===== src/rtl/uart_pkg.sv =====
// Shared definitions for the UART FIFO peripheral: register map, status/irq bit
// positions, shifter state encodings and small helpers used by the register file.
package uart_pkg;

   localparam logic [3:0] ADDR_DATA   = 4'h0;
   localparam logic [3:0] ADDR_STATUS = 4'h1;
   localparam logic [3:0] ADDR_DIV_LO = 4'h2;
   localparam logic [3:0] ADDR_DIV_HI = 4'h3;
   localparam logic [3:0] ADDR_IRQ_EN = 4'h4;
   localparam logic [3:0] ADDR_RXCNT  = 4'h5;
   localparam logic [3:0] ADDR_TXCNT  = 4'h6;

   localparam int ST_TX_NOT_FULL  = 0;
   localparam int ST_RX_NOT_EMPTY = 1;
   localparam int ST_TX_IDLE      = 2;
   localparam int ST_RX_OVERRUN   = 3;
   localparam int ST_FRAMING_ERR  = 4;

   localparam int IE_RX_NOT_EMPTY = 0;
   localparam int IE_TX_NOT_FULL  = 1;
   localparam int IE_ERROR        = 2;

   typedef enum logic [1:0] {TX_IDLE, TX_START, TX_DATA, TX_STOP} tx_state_t;
   typedef enum logic [1:0] {RX_IDLE, RX_START, RX_DATA, RX_STOP} rx_state_t;

   // A 256-deep FIFO can report 256, which does not fit the 8-bit bus; saturate.
   function automatic logic [7:0] level_byte(input logic [8:0] level);
      return (level > 9'd255) ? 8'hFF : level[7:0];
   endfunction

   function automatic logic [15:0] clamp_div(input logic [15:0] value,
                                             input logic [15:0] min_div);
      return (value < min_div) ? min_div : value;
   endfunction

endpackage


===== src/rtl/uart_sync_fifo.sv =====
// Single-clock first-word-fall-through FIFO; a push while full is accepted only
// when a pop frees the slot in the same cycle.
module uart_sync_fifo #(
   parameter int WIDTH = 8,
   parameter int DEPTH = 16
) (
   input  logic                   clk,
   input  logic                   rst_n,
   input  logic                   push,
   input  logic                   pop,
   input  logic [WIDTH-1:0]       din,
   output logic [WIDTH-1:0]       dout,
   output logic                   full,
   output logic                   empty,
   output logic [$clog2(DEPTH):0] count
);

   localparam int AW = $clog2(DEPTH);

   logic [WIDTH-1:0] mem [DEPTH];
   logic [AW-1:0]    wr_ptr;
   logic [AW-1:0]    rd_ptr;
   logic             do_push;
   logic             do_pop;

   assign empty   = (count == '0);
   assign full    = (count == (AW+1)'(DEPTH));
   assign do_pop  = pop & ~empty;
   assign do_push = push & (~full | do_pop);
   assign dout    = mem[rd_ptr];

   always_ff @(posedge clk or negedge rst_n) begin
      if (!rst_n) begin
         wr_ptr <= '0;
         rd_ptr <= '0;
         count  <= '0;
      end else begin
         if (do_push) wr_ptr <= wr_ptr + AW'(1);
         if (do_pop)  rd_ptr <= rd_ptr + AW'(1);
         case ({do_push, do_pop})
            2'b10:   count <= count + 1'b1;
            2'b01:   count <= count - 1'b1;
            default: count <= count;
         endcase
      end
   end

   always_ff @(posedge clk) begin
      if (do_push) mem[wr_ptr] <= din;
   end

endmodule


===== src/rtl/uart_fifo_periph.sv =====
// CPU-mapped UART with RX/TX FIFOs, programmable divisor, sticky error flags
// and a maskable level interrupt.
//
// TX state | meaning
// IDLE     | line high, waiting for a byte in the TX FIFO
// START    | driving start bit (0) for DIV+1 clk
// DATA     | shifting 8 bits LSB first, DIV+1 clk each
// STOP     | driving stop bit (1); chains straight into START if more data
//
// RX state | meaning
// IDLE     | waiting for a falling edge on the synchronised line
// START    | half-bit wait, then confirm start bit or reject as glitch
// DATA     | sampling 8 bits at bit centres
// STOP     | sampling stop bit; on framing error holds until the line is high
module uart_fifo_periph
   import uart_pkg::*;
#(
   parameter int FIFO_DEPTH  = 16,
   parameter int DEFAULT_DIV = 218,
   parameter int MIN_DIV     = 15
) (
   input  logic       clk,
   input  logic       rst_n,
   input  logic       uart_cs,
   input  logic       R_W_n,
   input  logic [3:0] reg_addr,
   input  logic [7:0] data_i,
   output logic [7:0] data_o,
   input  logic       uart_rx,
   output logic       uart_tx,
   output logic       irq
);

   localparam int          CW         = $clog2(FIFO_DEPTH) + 1;
   localparam logic [15:0] DEF_DIV16  = 16'(DEFAULT_DIV);
   localparam logic [15:0] MIN_DIV16  = 16'(MIN_DIV);

   logic          cs_q;
   logic          strobe;
   logic          wr_stb;
   logic          rd_stb;
   logic          status_clr;

   logic [15:0]   div;
   logic [2:0]    irq_en;
   logic          rx_overrun;
   logic          framing_err;
   logic [7:0]    status;

   logic          tx_push;
   logic          tx_pop;
   logic [7:0]    tx_dout;
   logic          tx_full;
   logic          tx_empty;
   logic [CW-1:0] tx_count;
   logic          tx_idle;

   logic          rx_push;
   logic          rx_pop;
   logic [7:0]    rx_dout;
   logic          rx_full;
   logic          rx_empty;
   logic [CW-1:0] rx_count;

   // Bus access: one side effect per rising edge of chip select.
   always_ff @(posedge clk or negedge rst_n) begin
      if (!rst_n) cs_q <= 1'b0;
      else        cs_q <= uart_cs;
   end

   assign strobe     = uart_cs & ~cs_q;
   assign wr_stb     = strobe & ~R_W_n;
   assign rd_stb     = strobe & R_W_n;
   assign tx_push    = wr_stb & (reg_addr == ADDR_DATA);
   assign rx_pop     = rd_stb & (reg_addr == ADDR_DATA);
   assign status_clr = rd_stb & (reg_addr == ADDR_STATUS);

   always_ff @(posedge clk or negedge rst_n) begin
      if (!rst_n) begin
         div    <= DEF_DIV16;
         irq_en <= 3'b000;
      end else if (wr_stb) begin
         case (reg_addr)
            ADDR_DIV_LO: div    <= clamp_div({div[15:8], data_i}, MIN_DIV16);
            ADDR_DIV_HI: div    <= clamp_div({data_i, div[7:0]}, MIN_DIV16);
            ADDR_IRQ_EN: irq_en <= data_i[2:0];
            default:     ;
         endcase
      end
   end

   uart_sync_fifo #(.WIDTH(8), .DEPTH(FIFO_DEPTH)) u_tx_fifo (
      .clk   (clk),
      .rst_n (rst_n),
      .push  (tx_push),
      .pop   (tx_pop),
      .din   (data_i),
      .dout  (tx_dout),
      .full  (tx_full),
      .empty (tx_empty),
      .count (tx_count)
   );

   // ---------------------------------------------------------------- TX
   tx_state_t   tx_state, tx_state_d;
   logic [15:0] tx_cnt, tx_cnt_d;
   logic [15:0] tx_div, tx_div_d;
   logic [7:0]  tx_shift, tx_shift_d;
   logic [2:0]  tx_bit, tx_bit_d;
   logic        tx_line, tx_line_d;

   always_ff @(posedge clk or negedge rst_n) begin
      if (!rst_n) begin
         tx_state <= TX_IDLE;
         tx_cnt   <= '0;
         tx_div   <= DEF_DIV16;
         tx_shift <= '0;
         tx_bit   <= '0;
         tx_line  <= 1'b1;
      end else begin
         tx_state <= tx_state_d;
         tx_cnt   <= tx_cnt_d;
         tx_div   <= tx_div_d;
         tx_shift <= tx_shift_d;
         tx_bit   <= tx_bit_d;
         tx_line  <= tx_line_d;
      end
   end

   always_comb begin
      tx_state_d = tx_state;
      tx_cnt_d   = tx_cnt;
      tx_div_d   = tx_div;
      tx_shift_d = tx_shift;
      tx_bit_d   = tx_bit;
      tx_line_d  = tx_line;
      tx_pop     = 1'b0;
      case (tx_state)
         TX_IDLE: begin
            tx_line_d = 1'b1;
            if (!tx_empty) begin
               tx_pop     = 1'b1;
               tx_div_d   = div;
               tx_cnt_d   = div;
               tx_shift_d = tx_dout;
               tx_line_d  = 1'b0;
               tx_state_d = TX_START;
            end
         end
         TX_START: begin
            if (tx_cnt == 16'd0) begin
               tx_state_d = TX_DATA;
               tx_cnt_d   = tx_div;
               tx_bit_d   = 3'd0;
               tx_line_d  = tx_shift[0];
            end else begin
               tx_cnt_d = tx_cnt - 16'd1;
            end
         end
         TX_DATA: begin
            if (tx_cnt == 16'd0) begin
               tx_cnt_d = tx_div;
               if (tx_bit == 3'd7) begin
                  tx_state_d = TX_STOP;
                  tx_line_d  = 1'b1;
               end else begin
                  tx_shift_d = {1'b0, tx_shift[7:1]};
                  tx_line_d  = tx_shift[1];
                  tx_bit_d   = tx_bit + 3'd1;
               end
            end else begin
               tx_cnt_d = tx_cnt - 16'd1;
            end
         end
         TX_STOP: begin
            if (tx_cnt == 16'd0) begin
               // Chain the next frame with no idle gap if data is waiting.
               if (!tx_empty) begin
                  tx_pop     = 1'b1;
                  tx_div_d   = div;
                  tx_cnt_d   = div;
                  tx_shift_d = tx_dout;
                  tx_line_d  = 1'b0;
                  tx_state_d = TX_START;
               end else begin
                  tx_line_d  = 1'b1;
                  tx_state_d = TX_IDLE;
               end
            end else begin
               tx_cnt_d = tx_cnt - 16'd1;
            end
         end
         default: begin
            tx_line_d  = 1'b1;
            tx_state_d = TX_IDLE;
         end
      endcase
   end

   assign uart_tx = tx_line;
   assign tx_idle = tx_empty & (tx_state == TX_IDLE);

   // ---------------------------------------------------------------- RX
   logic        rx_meta, rx_sync, rx_prev;
   rx_state_t   rx_state, rx_state_d;
   logic [15:0] rx_cnt, rx_cnt_d;
   logic [15:0] rx_div, rx_div_d;
   logic [7:0]  rx_shift, rx_shift_d;
   logic [2:0]  rx_bit, rx_bit_d;
   logic        rx_brk, rx_brk_d;
   logic        rx_done;
   logic        fe_set;
   logic        ovr_set;

   always_ff @(posedge clk or negedge rst_n) begin
      if (!rst_n) begin
         rx_meta <= 1'b1;
         rx_sync <= 1'b1;
         rx_prev <= 1'b1;
      end else begin
         rx_meta <= uart_rx;
         rx_sync <= rx_meta;
         rx_prev <= rx_sync;
      end
   end

   always_ff @(posedge clk or negedge rst_n) begin
      if (!rst_n) begin
         rx_state <= RX_IDLE;
         rx_cnt   <= '0;
         rx_div   <= DEF_DIV16;
         rx_shift <= '0;
         rx_bit   <= '0;
         rx_brk   <= 1'b0;
      end else begin
         rx_state <= rx_state_d;
         rx_cnt   <= rx_cnt_d;
         rx_div   <= rx_div_d;
         rx_shift <= rx_shift_d;
         rx_bit   <= rx_bit_d;
         rx_brk   <= rx_brk_d;
      end
   end

   always_comb begin
      rx_state_d = rx_state;
      rx_cnt_d   = rx_cnt;
      rx_div_d   = rx_div;
      rx_shift_d = rx_shift;
      rx_bit_d   = rx_bit;
      rx_brk_d   = rx_brk;
      rx_done    = 1'b0;
      fe_set     = 1'b0;
      case (rx_state)
         RX_IDLE: begin
            if (rx_prev && !rx_sync) begin
               rx_div_d   = div;
               rx_cnt_d   = div >> 1;
               rx_state_d = RX_START;
            end
         end
         RX_START: begin
            if (rx_cnt == 16'd0) begin
               if (rx_sync) begin
                  rx_state_d = RX_IDLE;
               end else begin
                  rx_cnt_d   = rx_div;
                  rx_bit_d   = 3'd0;
                  rx_state_d = RX_DATA;
               end
            end else begin
               rx_cnt_d = rx_cnt - 16'd1;
            end
         end
         RX_DATA: begin
            if (rx_cnt == 16'd0) begin
               rx_shift_d = {rx_sync, rx_shift[7:1]};
               rx_cnt_d   = rx_div;
               if (rx_bit == 3'd7) rx_state_d = RX_STOP;
               else                rx_bit_d   = rx_bit + 3'd1;
            end else begin
               rx_cnt_d = rx_cnt - 16'd1;
            end
         end
         RX_STOP: begin
            if (rx_brk) begin
               if (rx_sync) begin
                  rx_brk_d   = 1'b0;
                  rx_state_d = RX_IDLE;
               end
            end else if (rx_cnt == 16'd0) begin
               if (rx_sync) begin
                  rx_done    = 1'b1;
                  rx_state_d = RX_IDLE;
               end else begin
                  fe_set   = 1'b1;
                  rx_brk_d = 1'b1;
               end
            end else begin
               rx_cnt_d = rx_cnt - 16'd1;
            end
         end
         default: rx_state_d = RX_IDLE;
      endcase
   end

   assign rx_push = rx_done & (~rx_full | rx_pop);
   assign ovr_set = rx_done & rx_full & ~rx_pop;

   uart_sync_fifo #(.WIDTH(8), .DEPTH(FIFO_DEPTH)) u_rx_fifo (
      .clk   (clk),
      .rst_n (rst_n),
      .push  (rx_push),
      .pop   (rx_pop),
      .din   (rx_shift),
      .dout  (rx_dout),
      .full  (rx_full),
      .empty (rx_empty),
      .count (rx_count)
   );

   // A set in the same cycle as the clearing STATUS read wins.
   always_ff @(posedge clk or negedge rst_n) begin
      if (!rst_n) begin
         rx_overrun  <= 1'b0;
         framing_err <= 1'b0;
      end else begin
         if (ovr_set)         rx_overrun  <= 1'b1;
         else if (status_clr) rx_overrun  <= 1'b0;
         if (fe_set)          framing_err <= 1'b1;
         else if (status_clr) framing_err <= 1'b0;
      end
   end

   always_comb begin
      status                  = 8'h00;
      status[ST_TX_NOT_FULL]  = ~tx_full;
      status[ST_RX_NOT_EMPTY] = ~rx_empty;
      status[ST_TX_IDLE]      = tx_idle;
      status[ST_RX_OVERRUN]   = rx_overrun;
      status[ST_FRAMING_ERR]  = framing_err;
   end

   always_ff @(posedge clk or negedge rst_n) begin
      if (!rst_n) irq <= 1'b0;
      else        irq <= (irq_en[IE_RX_NOT_EMPTY] & ~rx_empty)
                       | (irq_en[IE_TX_NOT_FULL]  & ~tx_full)
                       | (irq_en[IE_ERROR]        & (rx_overrun | framing_err));
   end

   always_comb begin
      data_o = 8'h00;
      case (reg_addr)
         ADDR_DATA:   data_o = rx_empty ? 8'h00 : rx_dout;
         ADDR_STATUS: data_o = status;
         ADDR_DIV_LO: data_o = div[7:0];
         ADDR_DIV_HI: data_o = div[15:8];
         ADDR_IRQ_EN: data_o = {5'b00000, irq_en};
         ADDR_RXCNT:  data_o = level_byte(9'(rx_count));
         ADDR_TXCNT:  data_o = level_byte(9'(tx_count));
         default:     data_o = 8'h00;
      endcase
   end

endmodule


===== config.mk =====
export PLATFORM = sky130hd
export DESIGN_NAME = uart_fifo_periph
export DESIGN_NICKNAME = d
export VERILOG_FILES = /design/src/rtl/uart_pkg.sv /design/src/rtl/uart_sync_fifo.sv /design/src/rtl/uart_fifo_periph.sv
export SDC_FILE = /design/constraint.sdc
export NUM_CORES = 1
export LEC_CHECK = 0
export ABC_AREA = 1
export BUFFER_PORTS_ARGS = -buffer_cell sky130_fd_sc_hd__buf_2
export CAP_MARGIN = 30
export CORE_MARGIN = 5
export CORE_UTILIZATION = 40
export CTS_CLUSTER_SIZE = 16
export DETAILED_ROUTE_END_ITERATION = 12
export GPL_TIMING_DRIVEN = 0
export PLACE_DENSITY = 0.61
export SYNTH_ARGS = -nofsm -noshare
export SYNTH_HDL_FRONTEND = slang
export SYNTH_SLANG_ARGS = --single-unit

===== constraint.sdc =====
create_clock -name clk -period 6.3 [get_ports clk]
set_input_delay 0.315 -clock clk [delete_from_list [all_inputs] [get_ports clk]]
set_output_delay 0.315 -clock clk [all_outputs]
set_load 0.02 [all_outputs]

* After elaboration in Yosys (flattened, before gate mapping) *
Memories as Yosys holds them, arrays and structs flattened.
Index checks and enable logic that the tools add are counted.

word-level totals
  logic and storage cells = 220
  output and inout bits = 10
  memories = 2
  bits in registers = 144
  memory bits (writable) = 256

memories
  memory         depth  bits a word  read ports  clocked after memory_dff  wr ports  line                  text
  u_rx_fifo.mem  16     8            1           0                         1         uart_sync_fifo.sv:20  logic [WIDTH-1:0] mem [DEPTH];
  u_tx_fifo.mem  16     8            1           0                         1         uart_sync_fifo.sv:20

operators by class
  add/sub/neg operators = 12
  magnitude comparators = 2
  reduce and logical (&&, ||, !) cells = 32
  bitwise logic cells = 30
  muxes and demuxes = 76
  eq/ne operators = 38

operator list
  cell                                                         count
  two-way mux 16 bit                                           13
  one-hot mux 16 bit (2 select lines)                          2
  one-hot mux 16 bit (4 select lines)                          1
  one-hot mux 8 bit (7 select lines)                           1
  one-hot mux 16 bit (3 select lines)                          1
  two-way mux 8 bit                                            5
  logical NOT 16 bit                                           2
  less-than comparator 16 x 4 -> 1 bit, second input constant  2
  != test 2 bit, second input constant                         16
  subtractor 16 x 1 -> 16 bit, second input constant           2
  two-way mux 2 bit                                            13
  two-way mux 1 bit                                            24
  one-hot mux 8 bit (3 select lines)                           1
  two-way mux 3 bit                                            7
  one-hot mux 5 bit (2 select lines)                           2
  AND 1 bit                                                    17
  adder 4 x 1 -> 4 bit, second input constant                  4
  one-hot mux 2 bit (4 select lines)                           2
  nonzero test 2 bit                                           8
  AND reduction 5 bit                                          3
  equality test 2 bit, second input constant                   6
  equality test 4 x 3 -> 1 bit, second input constant          3
  one-hot mux 3 bit (2 select lines)                           2
  AND reduction 4 bit                                          3
  22 further kinds                                             50

* Logic depth before layout (Yosys ltp) *
Gate-level depths: netlist of the first run.

  word-level depth = 9
  depth in mapped cells = 20
  gate-level depth less buffers = 20

* Cells and area by module *
From an unflattened synthesis of the first run, not the netlist that was laid out.

second synthesis, totals
  cell total of the unflattened synthesis = 1,973
  area, all modules = 19,095.8 um2

modules (own cells, without submodules)
  module                      seq. area each (um2)  cells each  area an instance (um2)  times used
  uart_fifo_periph            2,976.6               1,015       7,188.1                 1
  uart_sync_fifo (u_rx_fifo)  4,169.0               481         5,975.7                 1
  uart_sync_fifo (u_tx_fifo)  4,169.0               477         5,931.9                 1

* Least setup slack after synthesis of the first run *
No wires, ideal clock.

  kind = register -> register
  from = register tx_cnt[0]
  to = register u_tx_fifo.count[4]
  clock period less this slack = 2.639 ns
  slack = 3.661 ns
  stages on the path, launching flop included = 18
  setup time = 0.131 ns
  arrival time = 2.508 ns
  buffers on the path = 1
  required time = 6.169 ns
  cells stage by stage = dfrtp_1 > inv_1 > ha_1 > nand3_1 > nor2_1 > nand3_2 > nand2_2 > nand2_4 > nand2_4 > nand2_2 > buf_6 > ha_1 > fa_1 > nand3_1 > nand2_1 > a21oi_1 > o21ai_0 > xor2_1

on the way
  cells in the longest elaborated chain, start to end = 8

ends and longest elaborated chain
  element                                                                   line                     text
  start, declared                                                           uart_fifo_periph.sv:106  logic [15:0] tx_cnt, tx_cnt_d;
  start signal, assigned                                                    uart_fifo_periph.sv:122  tx_cnt <= tx_cnt_d;
  logical NOT 16 bit (*)                                                    uart_fifo_periph.sv:176  if (tx_cnt == 16'd0) begin
  two-way mux 1 bit (*)                                                     uart_fifo_periph.sv:176
  one-hot mux 1 bit (2 select lines) (*)                                    uart_fifo_periph.sv:138  case (tx_state)
  AND 1 bit (*)                                                             uart_sync_fifo.sv:28     assign do_pop = pop & ~empty;
  OR 1 bit                                                                  uart_sync_fifo.sv:29     assign do_push = push & (~full | do_pop);
  AND 1 bit                                                                 uart_sync_fifo.sv:29
  equality test 2 x 1 -> 1 bit or equality test 2 bit (tied branches)       uart_sync_fifo.sv:40     case ({do_push, do_pop})
  one-hot mux 5 bit (2 select lines) or nonzero test 2 bit (tied branches)  --
  end signal, assigned                                                      uart_sync_fifo.sv:41     2'b10: count <= count + 1'b1;
  end signal, assigned                                                      uart_sync_fifo.sv:42     2'b01: count <= count - 1'b1;
  end signal, assigned                                                      uart_sync_fifo.sv:43     default: count <= count;
  end, declared                                                             uart_sync_fifo.sv:15     output logic [$clog2(DEPTH):0] count

Every way passes the cells marked *; elsewhere a longest branch is shown, timed or not.
A chain may end at the register's enable or synchronous reset.

* Worst setup path in the final report of the first run *
  from = register cs_q
  to = register u_tx_fifo.count[4]

on the way
  cells in the longest elaborated chain, start to end = 7

ends and longest elaborated chain
  element                                                                   line                    text
  start, declared                                                           uart_fifo_periph.sv:38  logic cs_q;
  start signal, assigned                                                    uart_fifo_periph.sv:68  else cs_q <= uart_cs;
  NOT 1 bit (*)                                                             uart_fifo_periph.sv:71  assign strobe = uart_cs & ~cs_q;
  AND 1 bit (*)                                                             uart_fifo_periph.sv:71
  AND 1 bit (*)                                                             uart_fifo_periph.sv:72  assign wr_stb = strobe & ~R_W_n;
  AND 1 bit (*)                                                             uart_fifo_periph.sv:74  assign tx_push = wr_stb & (reg_addr == ADDR_DATA);
  AND 1 bit (*)                                                             uart_sync_fifo.sv:29
  equality test 2 x 1 -> 1 bit or equality test 2 bit (tied branches)       uart_sync_fifo.sv:40
  one-hot mux 5 bit (2 select lines) or nonzero test 2 bit (tied branches)  --

Marked as above.

==> impl_metrics.csv, run 1 <==
group,metric,value,unit
run_status,status,"finished clean",
power_and_ir_drop,irDropWorstVdd,0.251,mV
synth,synthTopCellsByArea,"edfxtp_1 (41%), dfrtp_1 (17%), nand2_1 (7.0%), o21ai_0 (5.9%), nor2_1 (5.4%)",
synth,syn_area_per_cell,9.85,µm²
clocking,cts_max_path_buffers,3,
flow_run,maxCapViolations,0,
synth,seq_area_frac_synth,60.3,%
synth,synth-seq-cells,400,
drt,via_count,14300,
timing,slew_violations,0,
power_and_ir_drop,p_sw,2.18,mW
die,fp.dieW,227,µm
global_route,antenna_found_initial,1,
cells_and_area,layout_common_cells,"nand2_1 (348), nor2_1 (269), edfxtp_1 (256)",
drt,firstDrtPassIters,6,
timing,finalSetupTns,0,ps
clocking,h-tree-depth,2,
timing,min_period_over_period,49.9,%
clocking,clock-root-buffer,"clkbuf_16",
critical_path,critPathSlowestCell,"nor4_2",
clocking,cts_tree,"yes",
critical_path,path_cells,"nor3_1 -> inv_1 -> nor4_2 -> nand2_2 -> buf_6 -> ha_1 -> fa_1 -> nand3_1 -> nand2_1 -> a21oi_1 -> o21ai_0 -> xor2_1",
timing,fin_crit,3140,ps
cells_and_area,layout_commonest_cell,"nand2_1",
synth,synth_nets,1959,
cells_and_area,n_antenna_cell,0,
power_and_ir_drop,power.internal,5.12,mW
placement,hpwl,34800,µm
critical_path,crit_family,"simple AND/OR/NAND/NOR gates",
die,boundaryPins,27,
critical_path,end_kind,"flop",
global_route,grt_pass1_vias,13800,
clocking,cts_sinks,400,
power_and_ir_drop,power_frac_seq,42.0,%
synth,synthArstFlopShare,36.0,%
drt,route.met2.wl,23600,µm
timing,skew,25.8,ps
cells_and_area,final_area,21400,µm²
timing,grt_setup_unrepaired,"no",
die,initial_core_util,40.4,%
critical_path,required,6760,ps
clocking,ctsResizeCount,0,
cells_and_area,area_delta_synth_final,14.3,%
power_and_ir_drop,p_per_area,340,nW/µm²
drt,wl_met1,22400,µm
die,num_rows,79,
synth,synthCells,1905,
synth,yosys.area.top_type,"edfxtp_1",
clocking,worstSkewPairLatency,590,ps
global_route,grt_pass1_wl,78600,µm
timing,setup_violations,0,
synth,synth_top_area_share,41.0,%
critical_path,cp_slowest_stage_delay,520,ps
cells_and_area,drive_gt1_share,10.0,%
power_and_ir_drop,p_leak,8.54,nW
timing,finalHoldViolations,0,
clocking,hold_buffers,3,
drt,wl,50400,µm
clocking,cts_buffers,44,
clocking,cts_setup_buffers,0,
die,fp.dieArea,51400,µm²
drt,drt-initial-drc-count,1155,
drt,antenna_left,0,
critical_path,cp_max_fo,10,
timing,relSlewSlack,35.4,%
power_and_ir_drop,power_frac_comb,18.5,%
timing,fmax,318,MHz
drt,viasPerCell,5.41,
placement,postPlaceCellArea,19800,µm²
critical_path,critPathLaunchType,"flop",
min_path,hold_path.class,"primary input to flop",
synth,synth_edf_count,256,
cells_and_area,finalNetCount,2048,
placement,numPortBuffers,26,
cells_and_area,fin_util,46.2,%
global_route,track_usage,19.5,%
global_route,overflow,0,
critical_path,reg2reg_slack,3160,ps
drt,dr_wl_met3,3090,µm
critical_path,path_buf_inv,2,
timing,tightest_slew,965,ps
global_route,grt_max_degree,93,
placement,globalplace.congestion,0.907,
synth,synthDistinctLibCells,52,
clocking,clk_pin_slew,60,ps
die,core,46500,µm²
synth,yosysWarnings,0,
power_and_ir_drop,pwr-share-clk,39.5,%
power_and_ir_drop,p_sw_share,29.9,%
critical_path,arrival,3600,ps
critical_path,path_class,"flop to flop",
synth,ys.flop_type,"edfxtp_1",
drt,wl_per_cell,19.1,µm
timing,fin_hold_ws,165,ps
drt,highest_layer,"met5",
die,die_h,227,µm
synth,syn_area,18800,µm²
drt,drc,0,
synth_stat cells (19+ instances only):
master	n
o21ai_0	222
dfrtp_1	125
ha_1	35
a21oi_1	22
o21ai_1	37
inv_1	123
nor3_1	27
nand3_1	134
xor2_1	22
edfxtp_1	256
nor2_1	269
o211ai_1	49
dfstp_2	19
o221ai_1	22
nand2_1	348
clkbuf_1	53
path summary, 6_finish.rpt:
path                            depth (start not counted)       from                  to
worst max-delay path                                   12       cs_q  u_tx_fifo.count[4]
worst min-delay path                                    3  data_i[7]              div[7]
worst max register to register                         12       cs_q  u_tx_fifo.count[4]
worst min register to register                          0    rx_meta             rx_sync
max in group asynchronous                               3      rst_n             rx_prev
min in group asynchronous                               2      rst_n          tx_cnt[12]
logic make-up (layout without fill, tap and decap cells):
logic type                 count (synthesis)  count (layout)  synth area share [%]
AOI/OAI and AO/OA                        380             380                  11.6
and+or+nand+nor                          841             841                  19.3
DFF                                      400             400                  60.3
adders and majority gates                 37              37                  2.55
buffers and inverters                    215             340                  4.71
xor gates and xnor gates                  32              32                  1.49
flip-flops by register name, summed over array words and instances, names as in the netlist, 5 cells and up, named ones only:
signal,flops
div,16
rx_cnt,16
rx_div,16
rx_shift,8
tx_cnt,16
tx_div,16
tx_shift,8
u_rx_fifo.count,5
u_rx_fifo.mem,128
u_tx_fifo.count,5
u_tx_fifo.mem,128
worst register-to-register path: stages, from the launching register on:
cell and delay (ps):
dfrtp_1 370, nor3_1 440, inv_1 130, nor4_2 520, nand2_2 140, buf_6 170, ha_1 270, fa_1 430
nand3_1 100, nand2_1 70, a21oi_1 110, o21ai_0 110, xor2_1 160
power groups by stage:
stage | Sequential (mW) | Combinational (mW) | Clock (mW)
floorplan | 3.08 | 0.951 | 0
global placement | 3.11 | 1.31 | 0
detailed placement | 3.11 | 1.33 | 0
CTS | 3.06 | 1.34 | 2.93
global route | 3.08 | 1.52 | 3.04
finish | 3.07 | 1.35 | 2.88
final cells by class:
type | count | area (µm²)
Buffer | 82 | 384
Fill cell | 4378 | 25000
Multi-Input combinational cell | 1290 | 6580
Sequential cell | 400 | 11300
Tap cell | 607 | 759
Inverter | 133 | 499
Timing Repair Buffer | 43 | 274
Clock buffer | 57 | 1210
Clock inverter | 25 | 425
metal layers:
metal | track usage, % | vias up
li1 | - | 6742
met1 | 27.8 | 6928
met2 | 31.4 | 497
met3 | 2.78 | 89
met4 | 5.47 | 2
met5 | 0 | -
stage by stage:
step	instances	power (mW)	setup WS, ps
detailed placement	2551	4.44	3040
global placement	2538	4.42	2620
CTS	2636	7.34	3100
finish	2637	7.30	3160
floorplan	1905	4.03	3660
global route	2637	7.64	2880
(Power assumes the default switching activity.)
==> run 2, diff against run 1 <==
==> constraint.sdc (replaced) <==
create_clock -name clk -period 3.26 [get_ports clk]
set_input_delay 0.163 -clock clk [delete_from_list [all_inputs] [get_ports clk]]
set_output_delay 0.163 -clock clk [all_outputs]
set_load 0.02 [all_outputs]
==> impl_metrics.csv, run 2 (synthesis results as in run 1) <==
group,metric,value,unit
run_status,status,"finished clean",
power_and_ir_drop,p_per_area,668,nW/µm²
clocking,cts_sinks,400,
clocking,cts_buffers,44,
clocking,clk_pin_slew,60,ps
cells_and_area,area_delta_synth_final,14.5,%
critical_path,arrival,3470,ps
placement,dp_slack,73.5,ps
cells_and_area,layout_commonest_cell,"nand2_1",
critical_path,cp_max_fo,10,
drt,drt-initial-drc-count,1169,
placement,place_inst,2551,
critical_path,path_class,"flop to flop",
drt,antenna_left,0,
critical_path,critPathLaunchType,"flop",
critical_path,cp_slowest_stage_delay,430,ps
drt,viasPerCell,5.38,
timing,fmax,332,MHz
timing,fin_crit,3010,ps
flow_run,maxCapViolations,0,
cells_and_area,drive_gt1_share,10.0,%
critical_path,required,3720,ps
drt,wl_per_cell,19.2,µm
timing,worst_slack,249,ps
timing,setup_violations,0,
timing,grt_setup_unrepaired,"no",
global_route,overflow,0,
die,fp.dieArea,51400,µm²
placement,numPortBuffers,26,
cells_and_area,n_fill_cell,4372,
critical_path,end_kind,"flop",
cells_and_area,finalNetCount,2052,
timing,finalHoldViolations,0,
global_route,track_usage,19.5,%
clocking,cts_max_path_buffers,3,
die,fp.dieW,227,µm
cells_and_area,layout_common_cells,"nand2_1 (348), nor2_1 (269), edfxtp_1 (256)",
die,boundaryPins,27,
cells_and_area,n_antenna_cell,0,
timing,relSlewSlack,34.6,%
clocking,clock-root-buffer,"clkbuf_16",
critical_path,path_cells,"inv_1 -> ha_1 -> nand3_1 -> nor2_1 -> nand3_2 -> nand2_2 -> nand2_4 -> nand2_4 -> nand2_2 -> buf_6 -> ha_1 -> fa_1 -> nand3_1 -> nand2_1 -> a21oi_1 -> o21ai_0 -> xor2_1",
die,die_h,227,µm
die,initial_core_util,40.4,%
timing,slew_violations,0,
timing,tightest_slew,977,ps
global_route,antenna_found_initial,1,
cells_and_area,instances_no_fill,2641,
drt,drc,0,
global_route,grt_max_degree,93,
clocking,cts_tree,"yes",
timing,skew,27.6,ps
die,num_rows,79,
drt,wl,50600,µm
placement,globalplace.congestion,0.907,
die,core,46500,µm²
clocking,cts_setup_buffers,0,
drt,firstDrtPassIters,7,
min_path,hold_path.class,"primary input to flop",
cells_and_area,top_regs,"u_rx_fifo.mem x128, u_tx_fifo.mem x128",
global_route,grt_pass1_wl,78700,µm
global_route,grt_pass1_vias,13800,
drt,via_count,14200,
critical_path,critPathSlowestCell,"fa_1",
clocking,worstSkewPairLatency,600,ps
power_and_ir_drop,p_leak,8.54,nW
clocking,h-tree-depth,2,
timing,min_period_over_period,92.4,%
power_and_ir_drop,irDropWorstVdd,0.489,mV
placement,hpwl,34800,µm
[run 2: cell count changes in the layout (fill, tap and decap cells not counted)]
cell,previous run,this run
nor4_4,0,1
dlygate4sd3_1,3,7
nor4_2,1,0
[run 2: what timing repair did]
item / in CTS / in global routing
endpoints found under the setup margin: 0 / 2
hold buffers: 7 / 0
resized for setup: 0 / 1
hold endpoints to repair: 57 / 0
[run 2: worst paths after layout]
kind | startpoint | endpoint | slack, ps | cells past startpoint
max | tx_cnt[0] | u_tx_fifo.count[4] | 250 | 17
min | data_i[4] | div[4] | 50 | 3
max reg2reg | tx_cnt[0] | u_tx_fifo.count[4] | 250 | 17
min reg2reg | rx_meta | rx_sync | 360 | 0
max in group asynchronous | rst_n | rx_prev | 2250 | 3
min in group asynchronous | rst_n | tx_cnt[12] | 130 | 2
[run 2: cell type report]
| type | instances | area (µm²) | area share [%] |
|---|---|---|---|
| flip-flops and latches | 400 | 11300 | 52.6 |
| multi-input cells | 1290 | 6580 | 30.6 |
| clock buffers | 57 | 1210 | 5.64 |
| well taps | 607 | 759 | 3.53 |
| inverters | 133 | 499 | 2.32 |
| clock inverters | 25 | 425 | 1.98 |
| plain buffers | 82 | 384 | 1.79 |
| repair buffers | 47 | 314 | 1.46 |
[run 2: metrics by stage]
step / utilization, % / TNS [ps] / hold WS, ps / total power [mW] / area [µm²]
floorplan: - / 0 / -133 / 7.99 / 18800
global placement: 42.3 / -34440 / 269 / 8.78 / 19700
detailed placement: 42.6 / 0 / 175 / 8.83 / 19800
CTS: 46.2 / 0 / 23.7 / 14.4 / 21500
global route: 46.3 / 0 / 38.9 / 15.0 / 21500
finish: 46.3 / 0 / 49.2 / 14.4 / 21500
[run 2: where the power goes]
| group | internal (mW) | switching, mW |
|---|---|---|
| logic | 0.894 | 1.84 |
| clock network | 3.39 | 2.19 |
| registers | 5.73 | 0.309 |
[run 2: routing by layer]
metal	GRT usage, %	vias to the layer above	share of wire (%)
li1	-	6753	-
met1	27.9	6922	45
met5	0	-	0.026
met4	5.47	2	2.4
met3	2.78	79	5.7
met2	31.4	444	47
[run 2: worst max-delay path: cells and delay by family, from the launching register on]
family	cells	cell delay, ps
DFF	1	400
xor gates and xnor gates	1	160
buffers and inverters	2	270
and+or+nand+nor	9	960
AOI/OAI and AO/OA	2	220
adders and majority gates	3	900
==> run 3, diff against run 2 <==
--- a/config.mk
+++ b/config.mk
@@ -5,7 +5,7 @@
 export SDC_FILE = /design/constraint.sdc
 export NUM_CORES = 1
 export LEC_CHECK = 0
-export ABC_AREA = 1
+export ABC_AREA = 0
 export BUFFER_PORTS_ARGS = -buffer_cell sky130_fd_sc_hd__buf_2
 export CAP_MARGIN = 30
 export CORE_MARGIN = 5
==> impl_metrics.csv, run 3 <==
group,metric,value,unit
timing,relSlewSlack,40.1,%
critical_path,crit_family,"simple AND/OR/NAND/NOR gates",
cells_and_area,top_regs,"u_rx_fifo.mem x128, u_tx_fifo.mem x128",
clocking,cts_buffers,43,
clocking,cts_max_path_buffers,3,
power_and_ir_drop,power_frac_comb,34.2,%
timing,worst_slack,53.3,ps
power_and_ir_drop,power.internal,11.3,mW
drt,wl_per_cell,22.1,µm
placement,place_inst,1981,
power_and_ir_drop,p_sw_share,34.9,%
global_route,use_met2,29.0,%
timing,fmax,312,MHz
die,boundaryPins,27,
placement,numPortBuffers,25,
cells_and_area,instances_no_fill,2079,
clocking,h-tree-depth,2,
cells_and_area,area_delta_synth_final,15.0,%
critical_path,path_class,"flop to flop",
synth,synthSimpleGateAreaFrac,8.83,%
run_status,status,"finished clean",
cells_and_area,seq_area,11300,µm²
cells_and_area,multi_input_area,6870,µm²
critical_path,cp_max_fo,5,
die,initial_core_util,40.1,%
drt,viasPerCell,5.74,
synth,syn_area_per_cell,13.9,µm²
min_path,hold_path.class,"primary input to flop",
critical_path,critPathLaunchType,"flop",
synth,syn_area,18600,µm²
global_route,grt_pass1_vias,12200,
global_route,antenna_found_initial,1,
placement,dp_slack,-808,ps
power_and_ir_drop,p_leak,7.68,nW
global_route,overflow,0,
timing,min_period_over_period,98.4,%
die,core,46300,µm²
synth,synth_top_area_share,41.4,%
critical_path,required,3680,ps
synth,yosysWarnings,0,
synth,ys.flop_type,"edfxtp_1",
cells_and_area,drive_gt1_share,21.6,%
cells_and_area,finalNetCount,1491,
synth,synthArstFlopShare,36.0,%
synth,synth-seq-cells,400,
synth,yosys.area_share.xor_xnor,1.46,%
timing,tightest_slew,895,ps
drt,wl,45900,µm
synth,synth_edf_count,256,
global_route,grt_pass1_wl,72200,µm
drt,drt-initial-drc-count,1056,
synth,synth_top_family_by_area,"multiplexers",
synth,seq_area_frac_synth,60.9,%
critical_path,end_kind,"flop",
cells_and_area,n_antenna_cell,0,
clocking,cts_tree,"yes",
timing,grt_setup_unrepaired,"yes",
drt,via_count,11900,
timing,finalSetupTns,0,ps
synth,synth.area.mux_share,13.2,%
die,fp.dieW,225,µm
placement,hpwl,31100,µm
timing,finalHoldViolations,0,
global_route,met1_usage,26.0,%
synth,synth_compound_area_share,9.86,%
power_and_ir_drop,irDropWorstVdd,0.413,mV
drt,firstDrtPassIters,9,
critical_path,path_buf_inv,2,
flow_run,maxCapViolations,0,
synth,synthCells,1338,
die,fp.dieArea,50800,µm²
global_route,track_usage,18.1,%
synth,synthDistinctLibCells,76,
synth,synth_most_common_cell,"edfxtp_1",
synth,synth_nets,1392,
clocking,cts_sinks,400,
power_and_ir_drop,power_frac_seq,38.4,%
critical_path,critPathSlowestCell,"or4_4",
timing,fin_crit,3210,ps
cells_and_area,fin_util,46.2,%
critical_path,path_cells,"or4_4 -> buf_6 -> nor3_4 -> a311o_2 -> and2_4 -> inv_2 -> ha_4 -> fa_2 -> a21o_1 -> a21oi_2 -> xor2_1 -> nor2_1 -> xor2_1",
critical_path,cp_slowest_stage_delay,530,ps
drt,drc,0,
drt,antenna_left,0,
critical_path,arrival,3630,ps
placement,globalplace.congestion,0.861,
die,die_h,225,µm
synth,yosys.area_share.adder,2.57,%
global_route,grt_max_degree,94,
clocking,clk_pin_slew,60,ps
cells_and_area,layout_commonest_cell,"edfxtp_1",
global_route,busiest_layer,"met2",
clocking,worstSkewPairLatency,580,ps
cells_and_area,layout_common_cells,"edfxtp_1 (256), dfrtp_1 (123), mux4_2 (71)",
critical_path,crit_path_frequent_cell,"xor2_1",
synth,yosys.area.top_type,"edfxtp_1",
timing,skew,22.4,ps
clocking,clock-root-buffer,"clkbuf_16",
cells_and_area,n_fill_cell,4115,
power_and_ir_drop,p_per_area,815,nW/µm²
die,num_rows,79,
synth,synth_common_cells,"edfxtp_1 (256), dfrtp_1 (125), mux4_2 (71)",
synth,synthTopCellsByArea,"edfxtp_1 (41%), dfrtp_1 (17%), mux4_2 (8.6%), dfstp_2 (2.7%), ha_1 (2.4%)",
global_route,use_met3,2.87,%
power_and_ir_drop,pwr-share-clk,27.4,%
power_and_ir_drop,p_sw,6.08,mW
timing,slew_violations,0,
timing,fin_hold_ws,18.5,ps
timing,setup_violations,0,
## run 3: power groups by stage
stage                     registers (mW)  logic, mW  clock network (mW)
final                               6.68       5.94                4.77
after global routing                6.76       6.55                5.09
after CTS                           6.63       5.86                4.86
after detailed placement            6.70       5.69                   0
after global placement              6.68       5.55                   0
after floorplan                     6.51       4.25                   0
## run 3: area by class of cell
cell class | count | area share, %
clock inverters | 14 | 0.785
well taps | 607 | 3.56
multi-input cells | 795 | 32.2
repair buffers | 55 | 1.82
inverters | 61 | 1.07
flip-flops and latches | 400 | 53.0
clock buffers | 66 | 5.69
plain buffers | 81 | 1.89
## run 3: routing by layer
layer	up-vias	wire [µm]
met3	76	2470
li1	5384	-
met2	360	21700
met1	6104	20700
met5	-	20
met4	2	1050
## run 3: timing repair
action	in CTS	in global routing
setup buffers	8	8
resized for setup	42	28
hold buffers	3	0
endpoints found under the setup margin	169	53
pin swaps	7	10
hold endpoints to repair	53	0
## run 3: path summary, 6_finish.rpt
path / start / to / slack (ps) / cells past startpoint
worst max register to register: tx_cnt[6] / u_tx_fifo.count[4] / 50 / 13
worst max-delay path: tx_cnt[6] / u_tx_fifo.count[4] / 50 / 13
worst min register to register: rx_meta / rx_sync / 360 / 0
min in group asynchronous: rst_n / tx_shift[4] / 130 / 2
worst min-delay path: data_i[7] / u_tx_fifo.mem[9][7] / 20 / 1
max in group asynchronous: rst_n / div[6] / 2200 / 3
## run 3: kinds of logic (layout without fill, tap and decap cells)
group                    Yosys count  count (layout)
buffers and inverters            143             277
flip-flops                       400             400
adder cells (fa/ha/maj)           37              37
XOR/XNOR                          31              31
AO/OA/AOI/OAI                    268             268
multiplexers                     151             151
AND/OR/NAND/NOR                  308             308
## run 3: through the flow
stage | total power, mW | instance area (µm²)
after floorplan | 10.8 | 18600
after global placement | 12.2 | 19500
after detailed placement | 12.4 | 19600
after CTS | 17.4 | 21200
after global routing | 18.4 | 21400
final | 17.4 | 21400
